<file path="src/rtl/fetch_stage_pkg.sv">
// Shared definitions for the pipeline stages: reset fetch address,
// instruction width, fetch FSM encodings and an alignment helper.
package fetch_stage_pkg;

  localparam int unsigned INSTR_W = 32;
  localparam logic [31:0] RESET_PC_DEFAULT = 32'h0040_0000;

  typedef enum logic {
    ST_FETCH     = 1'b0,
    ST_WAIT_MISS = 1'b1
  } fetch_state_e;

  // Word-align an address by clearing the byte-offset bits.
  function automatic logic [31:0] align_word(input logic [31:0] addr);
    return {addr[31:2], 2'b00};
  endfunction

endpackage

</file>
<file path="src/rtl/fetch_stage_sat_counter.sv">
// 32-bit event counter that sticks at all-ones instead of wrapping.
module fetch_stage_sat_counter
  import fetch_stage_pkg::*;
(
  input  logic        clk,
  input  logic        reset,
  input  logic        inc,
  output logic [31:0] count
);

  logic [31:0] count_q;
  logic [31:0] count_d;

  // Next count: increment only while below the saturation value.
  always_comb begin
    count_d = count_q;
    if (inc && (count_q != 32'hFFFF_FFFF)) begin
      count_d = count_q + 32'd1;
    end
  end

  // Count register with synchronous clear.
  always_ff @(posedge clk) begin
    if (reset) count_q <= '0;
    else       count_q <= count_d;
  end

  assign count = count_q;

endmodule

</file>
<file path="src/rtl/fetch_stage.sv">
// Instruction fetch stage: presents pc to the icache, captures the word on a
// hit, waits on a miss, and follows redirects with word alignment.
//
// state        | meaning
// -------------+----------------------------------------------------------
// ST_FETCH     | pc presented to icache, a hit is expected
// ST_WAIT_MISS | pc presented again, the previous lookup missed
module fetch_stage
  import fetch_stage_pkg::*;
#(
  parameter logic [31:0] RESET_PC = RESET_PC_DEFAULT
) (
  input  logic               clk,
  input  logic               reset,
  output logic [31:0]        icache_addr,
  input  logic [INSTR_W-1:0] icache_data,
  input  logic               icache_hit,
  input  logic               stall,
  input  logic               redirect,
  input  logic [31:0]        redirect_pc,
  output logic [INSTR_W-1:0] instr,
  output logic [31:0]        pc_out,
  output logic [31:0]        npc_out,
  output logic               valid,
  output logic               fetch_err,
  output logic [31:0]        miss_cycles,
  output logic [31:0]        fetch_count
);

  fetch_state_e       state_q, state_d;
  logic [31:0]        pc_q, pc_d;
  logic [INSTR_W-1:0] instr_q, instr_d;
  logic [31:0]        pc_out_q, pc_out_d;
  logic [31:0]        npc_out_q, npc_out_d;
  logic               valid_q, valid_d;
  logic               fetch_err_q, fetch_err_d;
  logic               miss_inc;
  logic               fetch_inc;

  // Next-state: redirect beats stall, stall beats hit, hit beats miss.
  always_comb begin
    state_d     = state_q;
    pc_d        = pc_q;
    instr_d     = instr_q;
    pc_out_d    = pc_out_q;
    npc_out_d   = npc_out_q;
    valid_d     = valid_q;
    fetch_err_d = 1'b0;
    miss_inc    = 1'b0;
    fetch_inc   = 1'b0;
    if (redirect) begin
      pc_d        = align_word(redirect_pc);
      valid_d     = 1'b0;
      state_d     = ST_FETCH;
      fetch_err_d = |redirect_pc[1:0];
    end else if (stall) begin
      // everything holds, including the counters
    end else if (icache_hit) begin
      instr_d   = icache_data;
      pc_out_d  = pc_q;
      npc_out_d = pc_q + 32'd4;
      valid_d   = 1'b1;
      pc_d      = pc_q + 32'd4;
      state_d   = ST_FETCH;
      fetch_inc = 1'b1;
    end else begin
      valid_d  = 1'b0;
      state_d  = ST_WAIT_MISS;
      miss_inc = 1'b1;
    end
  end

  // State and output registers with synchronous reset.
  always_ff @(posedge clk) begin
    if (reset) begin
      state_q     <= ST_FETCH;
      pc_q        <= align_word(RESET_PC);
      instr_q     <= '0;
      pc_out_q    <= '0;
      npc_out_q   <= '0;
      valid_q     <= 1'b0;
      fetch_err_q <= 1'b0;
    end else begin
      state_q     <= state_d;
      pc_q        <= pc_d;
      instr_q     <= instr_d;
      pc_out_q    <= pc_out_d;
      npc_out_q   <= npc_out_d;
      valid_q     <= valid_d;
      fetch_err_q <= fetch_err_d;
    end
  end

  fetch_stage_sat_counter u_miss_cnt (
    .clk   (clk),
    .reset (reset),
    .inc   (miss_inc),
    .count (miss_cycles)
  );

  fetch_stage_sat_counter u_fetch_cnt (
    .clk   (clk),
    .reset (reset),
    .inc   (fetch_inc),
    .count (fetch_count)
  );

  // icache_addr comes straight from the pc register only.
  assign icache_addr = pc_q;
  assign instr       = instr_q;
  assign pc_out      = pc_out_q;
  assign npc_out     = npc_out_q;
  assign valid       = valid_q;
  assign fetch_err   = fetch_err_q;

endmodule

</file>
<file path="config.mk">
export PLATFORM = sky130hd
export DESIGN_NAME = fetch_stage
export DESIGN_NICKNAME = d
export VERILOG_FILES = /design/src/rtl/fetch_stage_pkg.sv /design/src/rtl/fetch_stage_sat_counter.sv /design/src/rtl/fetch_stage.sv
export SDC_FILE = /design/constraint.sdc
export NUM_CORES = 1
export LEC_CHECK = 0
export BUFFER_PORTS_ARGS = -buffer_cell sky130_fd_sc_hd__buf_2
export CAP_MARGIN = 20
export CORE_UTILIZATION = 52
export DETAILED_ROUTE_END_ITERATION = 16
export HOLD_SLACK_MARGIN = 0.06
export PLACE_DENSITY = 0.81
export SYNTH_ARGS = -nofsm -noshare
export SYNTH_HDL_FRONTEND = slang
export SYNTH_SLANG_ARGS = --single-unit
</file>
<file path="constraint.sdc">
create_clock -name clk -period 3 [get_ports clk]
set_input_delay 0 -clock clk [delete_from_list [all_inputs] [get_ports clk]]
set_output_delay 0 -clock clk [all_outputs]
set_load 0.02 [all_outputs]
</file>
### After elaboration in Yosys (flattened, before gate mapping)

Cells that the tools add are included.

| word-level totals | value |
|---|---|
| word-level logic and storage cells | 35 |
| register bits after elaboration | 194 |
| input port bits | 69 |
| output and inout bits | 194 |

| operators by class | value |
|---|---|
| reduce and logical (&&, ||, !) cells | 9 |
| add/subtract/negate cells | 3 |
| mux-type cells | 9 |
| equality and inequality tests | 3 |
| bitwise operators | 2 |

Operator list:

| kind | number |
|---|---|
| 32-bit two-way mux | 3 |
| 32-bit by 1-bit adder with 32-bit output (second input constant) | 2 |
| 32-bit != test (second input constant) | 2 |
| 32-bit by 3-bit adder with 32-bit output (second input constant) | 1 |
| 1-bit two-way mux | 6 |
| 2-bit OR reduction | 3 |
| 2-bit AND reduction | 2 |
| 3-bit AND reduction | 1 |
| 1-bit logical AND | 2 |
| 2-bit by 1-bit != test with 1-bit output (second input constant) | 1 |
| 1-bit NOT | 2 |
| 2-bit nonzero test | 1 |

### Longest topological paths before layout

| logic depth | value |
|---|---|
| word-level depth | 4 |
| mapped depth | 8 |

### Hierarchy

Synthesis repeated with hierarchy kept, for this count alone.

| second synthesis, totals | value |
|---|---|
| cell total of the unflattened synthesis | 1107 |
| area total of the unflattened synthesis | 8934.8 µm² |

By module, submodules not included:

| module | seq. area each (µm²) | times used | cells each | area an instance (µm²) |
|---|---|---|---|---|
| fetch_stage | 2482.4 | 1 | 709 | 5586.6 |
| fetch_stage_sat_counter | 640.6 | 2 | 199 | 1674.1 |

### Worst setup path after synthesis

OpenSTA, ideal clock, no wires.

| timing path | value |
|---|---|
| kind | flip-flop to flip-flop |
| from | register pc_q[2] (netlist: icache_addr[2]) |
| to | register npc_out_q[28] (netlist: npc_out[28]) |
| clock period less this slack | 2309 ps |
| slack | 691 ps |
| cell stages (with the launch flop) | 8 |
| data required time | 2914 ps |
| data arrival time | 2223 ps |
| path buffers | 1 |
| cell sequence | dfxtp_1 > ha_1 > nand3_1 > nor4_2 > buf_2 > nand4b_1 > xor2_1 > a211oi_1 |

| between the ends | value |
|---|---|
| cells in the longest elaborated chain, start to end | 1 |

Ends and longest elaborated chain:

| what | line | text |
|---|---|---|
| from (decl) | fetch_stage.sv:31 | `logic [31:0] pc_q, pc_d;` |
| from (signal assigned) | fetch_stage.sv:77 | `pc_q <= align_word(RESET_PC);` |
| from (signal assigned) | fetch_stage.sv:85 | `pc_q <= pc_d;` |
| 32-bit by 3-bit adder with 32-bit output | fetch_stage.sv:61 | `npc_out_d = pc_q + 32'd4;` |
| to (signal assigned) | fetch_stage.sv:88 | `npc_out_q <= npc_out_d;` |
| to (decl) | fetch_stage.sv:34 | `logic [31:0] npc_out_q, npc_out_d;` |

Every way passes these cells.
A chain may end at the register's enable or synchronous reset.

### Worst setup path after layout

| timing path | value |
|---|---|
| from | input stall |
| to | register instr_q[21] (netlist: instr[21]) |

| between the ends | value |
|---|---|
| cells in the longest elaborated chain, start to end | 2 |

Ends and longest elaborated chain:

| what | line | text |
|---|---|---|
| from (decl) | fetch_stage.sv:18 | `input logic stall,` |
| 1-bit NOT (no line) | - |  |
| 3-bit AND reduction (no line) | - |  |
| to (signal assigned) | fetch_stage.sv:86 | `instr_q <= instr_d;` |
| to (decl) | fetch_stage.sv:32 | `logic [INSTR_W-1:0] instr_q, instr_d;` |

Every way passes these cells.

==> impl_metrics.json <==
{
  "wire_per_inst_um": 17.1,
  "fin_nets": 1434,
  "firstDrtPassIters": 5,
  "cap_violations": 0,
  "hp-class": "in -> reg",
  "crit_slowest_cell": "dlygate4sd3_1",
  "post-route-min-period_ns": 2.54,
  "path_cells": "dlygate4sd3_1 -> buf_2 -> nand2b_1 -> buf_4 -> nor2_4 -> buf_12 -> nand2_1 -> a21oi_1 -> dlygate4sd3_1",
  "antenna_found_initial": 0,
  "fin_crit_sh_pct": 84.7,
  "slew_violations": 0,
  "critPathMaxStageDelay_ns": 0.61,
  "port_buffers": 256,
  "grt_use_total_pct": 31.3,
  "leakagePower_nw": 4.57,
  "synth-main-ff-cell": "dfxtp_1",
  "clock.fmax_mhz": 393,
  "cts.htree.levels": 4,
  "clockRootBuffer": "clkbuf_16",
  "ant_nets": 0,
  "worst_pin_slew_ns": 0.828,
  "crit_arrival_ns": 2.91,
  "startpoint_type": "input port",
  "dpl.hpwl_mm": 16.2,
  "die_area_um2": 17100,
  "peakVddDrop_v": 0.000408,
  "grt_pass1_wl_mm": 42.1,
  "synth_edf_count": 0,
  "synth_area_leaders": "dfxtp_1 44%, nand2_1 7.6%, a21oi_1 6.8%, nor2_1 3.9%, a211oi_1 3.5%",
  "rsz0062_at_grt": "no",
  "fill_cells": 1235,
  "cts.sinks": 188,
  "clk-insertion-delay-late_ns": 0.44,
  "num_io_pins": 263,
  "cts_buffers": 17,
  "crit_path_frequent_cell": "dlygate4sd3_1",
  "grt_pass1_vias": 8464,
  "synth_top_area_share_pct": 43.7,
  "crit_fanout": 107,
  "final_common_cell": "buf_2",
  "netlist_area_um2": 8610,
  "multi_input_area_um2": 4460,
  "post-cts-setup-buffers": 0,
  "design_area_um2": 11500,
  "clk_path_buf_depth": 2,
  "synth.distinct_cells": 58,
  "register_area_um2": 3760,
  "synth.yosys.warnings": 0,
  "worstRegToRegCells": 5,
  "drive_above_1_share_pct": 23.4,
  "hold_viol": 0,
  "first_iter_violations": 761,
  "rows": 46,
  "skew_ns": 0.0126,
  "antenna_cells": 0,
  "core_um2": 16000,
  "routed_wl_mm": 27.1,
  "syn_area_per_cell_um2": 8.08,
  "routed-via-count": 9236,
  "cts_tree": "done",
  "die_h_um": 131,
  "pwr_density_cell_nw_per_um2": 490,
  "die_w_um": 131,
  "fin_tns_setup_ns": 0,
  "vias_per_cell": 5.81,
  "path_clk_slew_ns": 0.07,
  "setup_viol": 0,
  "yosysTopAreaCell": "dfxtp_1",
  "start_util_pct": 53.8,
  "grt_max_degree": 108,
  "worst_ep_required_time_ns": 3.37,
  "seq_area_frac_synth_pct": 43.7,
  "status": "completed",
  "syn2layout_area_growth_pct": 33.5,
  "grt.overflow.total": 0,
  "placedInstanceArea_um2": 9980,
  "async_flop_share_pct": 0,
  "syn_inst": 1066,
  "slew_headroom_pct": 44.7,
  "holdPathStages": 3,
  "path_class": "in -> reg",
  "drcViolationCount": 0,
  "end_kind": "flip-flop",
  "final_cell_mix": "255 x buf_2, 188 x dfxtp_1, 174 x nand2_1, 117 x a21oi_1, 90 x dlygate4sd3_1",
  "yosys_register_bits": 188,
  "gp_congestion": 0.862
}
## worst max-delay path: cells and delay by family
family	cells	cell delay, ns
AO/OA/AOI/OAI	1	0.18
buffers and inverters	5	1.98
AND/OR/NAND/NOR	3	0.68
## metal layers
| layer | vias up | part of all wire, % | GRT usage [%] | wire length (um) |
|---|---|---|---|---|
| met1 | 4312 | 41 | 39.2 | 11100 |
| met5 | - | 0 | 0 | 0 |
| met4 | 0 | 4.0 | 16.8 | 1090 |
| li1 | 4370 | - | - | - |
| met3 | 95 | 8.1 | 7.37 | 2200 |
| met2 | 459 | 47 | 49.9 | 12700 |
## path summary, 6_finish.rpt
kind,startpoint,end,slack [ns]
max,stall,instr[21]$_SDFFE_PP0P_,0.46
max reg2reg,u_fetch_cnt.count[17]$_SDFFE_PP0P_,u_fetch_cnt.count[28]$_SDFFE_PP0P_,0.53
min,redirect,icache_addr[10]$_SDFFE_PP0P_,0.08
min reg2reg,pc_out[26]$_SDFFE_PP0P_,pc_out[26]$_SDFFE_PP0P_,0.45
## final cells by class
| class | instances | share of cell area (%) |
|---|---|---|
| repair buffers | 361 | 20.3 |
| well taps | 216 | 2.35 |
| clock inverters | 14 | 1.67 |
| flip-flops and latches | 188 | 32.7 |
| inverters | 14 | 0.457 |
| multi-input cells | 780 | 38.8 |
| clock buffers | 17 | 3.70 |
## logic make-up after synthesis
| family | after synthesis | share of synthesized area, % |
|---|---|---|
| buf+inv | 103 | 4.88 |
| other cells | 1 | 0.0436 |
| compound gates | 239 | 17.0 |
| mux | 7 | 0.872 |
| simple gates | 466 | 27.1 |
| flops | 188 | 43.7 |
| fa+ha+maj | 3 | 0.436 |
| xor+xnor | 59 | 6.00 |
## through the flow
step	power (mW)	cells	hold slack, ns	setup WS, ns	utilization, %
2_1_floorplan	3.00	1071	0.136	0.691	-
3_3_place_gp	3.17	1469	0.229	0.692	62.4
3_5_place_dp	3.18	1469	0.241	0.608	62.4
4_1_cts	5.63	1590	0.0789	0.584	71.9
5_1_grt	5.81	1590	0.114	0.336	71.9
6_report	5.64	1590	0.0814	0.459	71.9
## repair_timing
item,4_1_cts,5_1_grt
resized for setup,0,0
hold endpoints to repair,96,0
hold buffers,90,0
endpoints found under the setup margin,0,0
## report_power, final
part / total (mW) / internal, mW / switching [mW]
clock: 2.40 / 1.40 / 1.01
sequential: 2.65 / 2.57 / 0.0831
combinational: 0.581 / 0.239 / 0.342
## synthesized netlist by cell type (13+ instances only)
cell        n
or3_1      28
o31ai_1    25
nand3_1    36
dfxtp_1   188
inv_1      13
a211oi_1   40
nand2_1   174
o21ai_0    25
nor2_1     90
nand4_1    27
clkbuf_1   71
a21oi_1   117
nor4_1     13
xnor2_1    32
nor3_1     15
xor2_1     27
or4_1      25
## flip-flops by register name (all words and copies together) (netlist names)
name               cells
u_miss_cnt.count      32
u_fetch_cnt.count     32
instr                 32
valid                  1
fetch_err              1
npc_out               30
icache_addr           30
pc_out                30
Power figures use the tool's default switching activity.
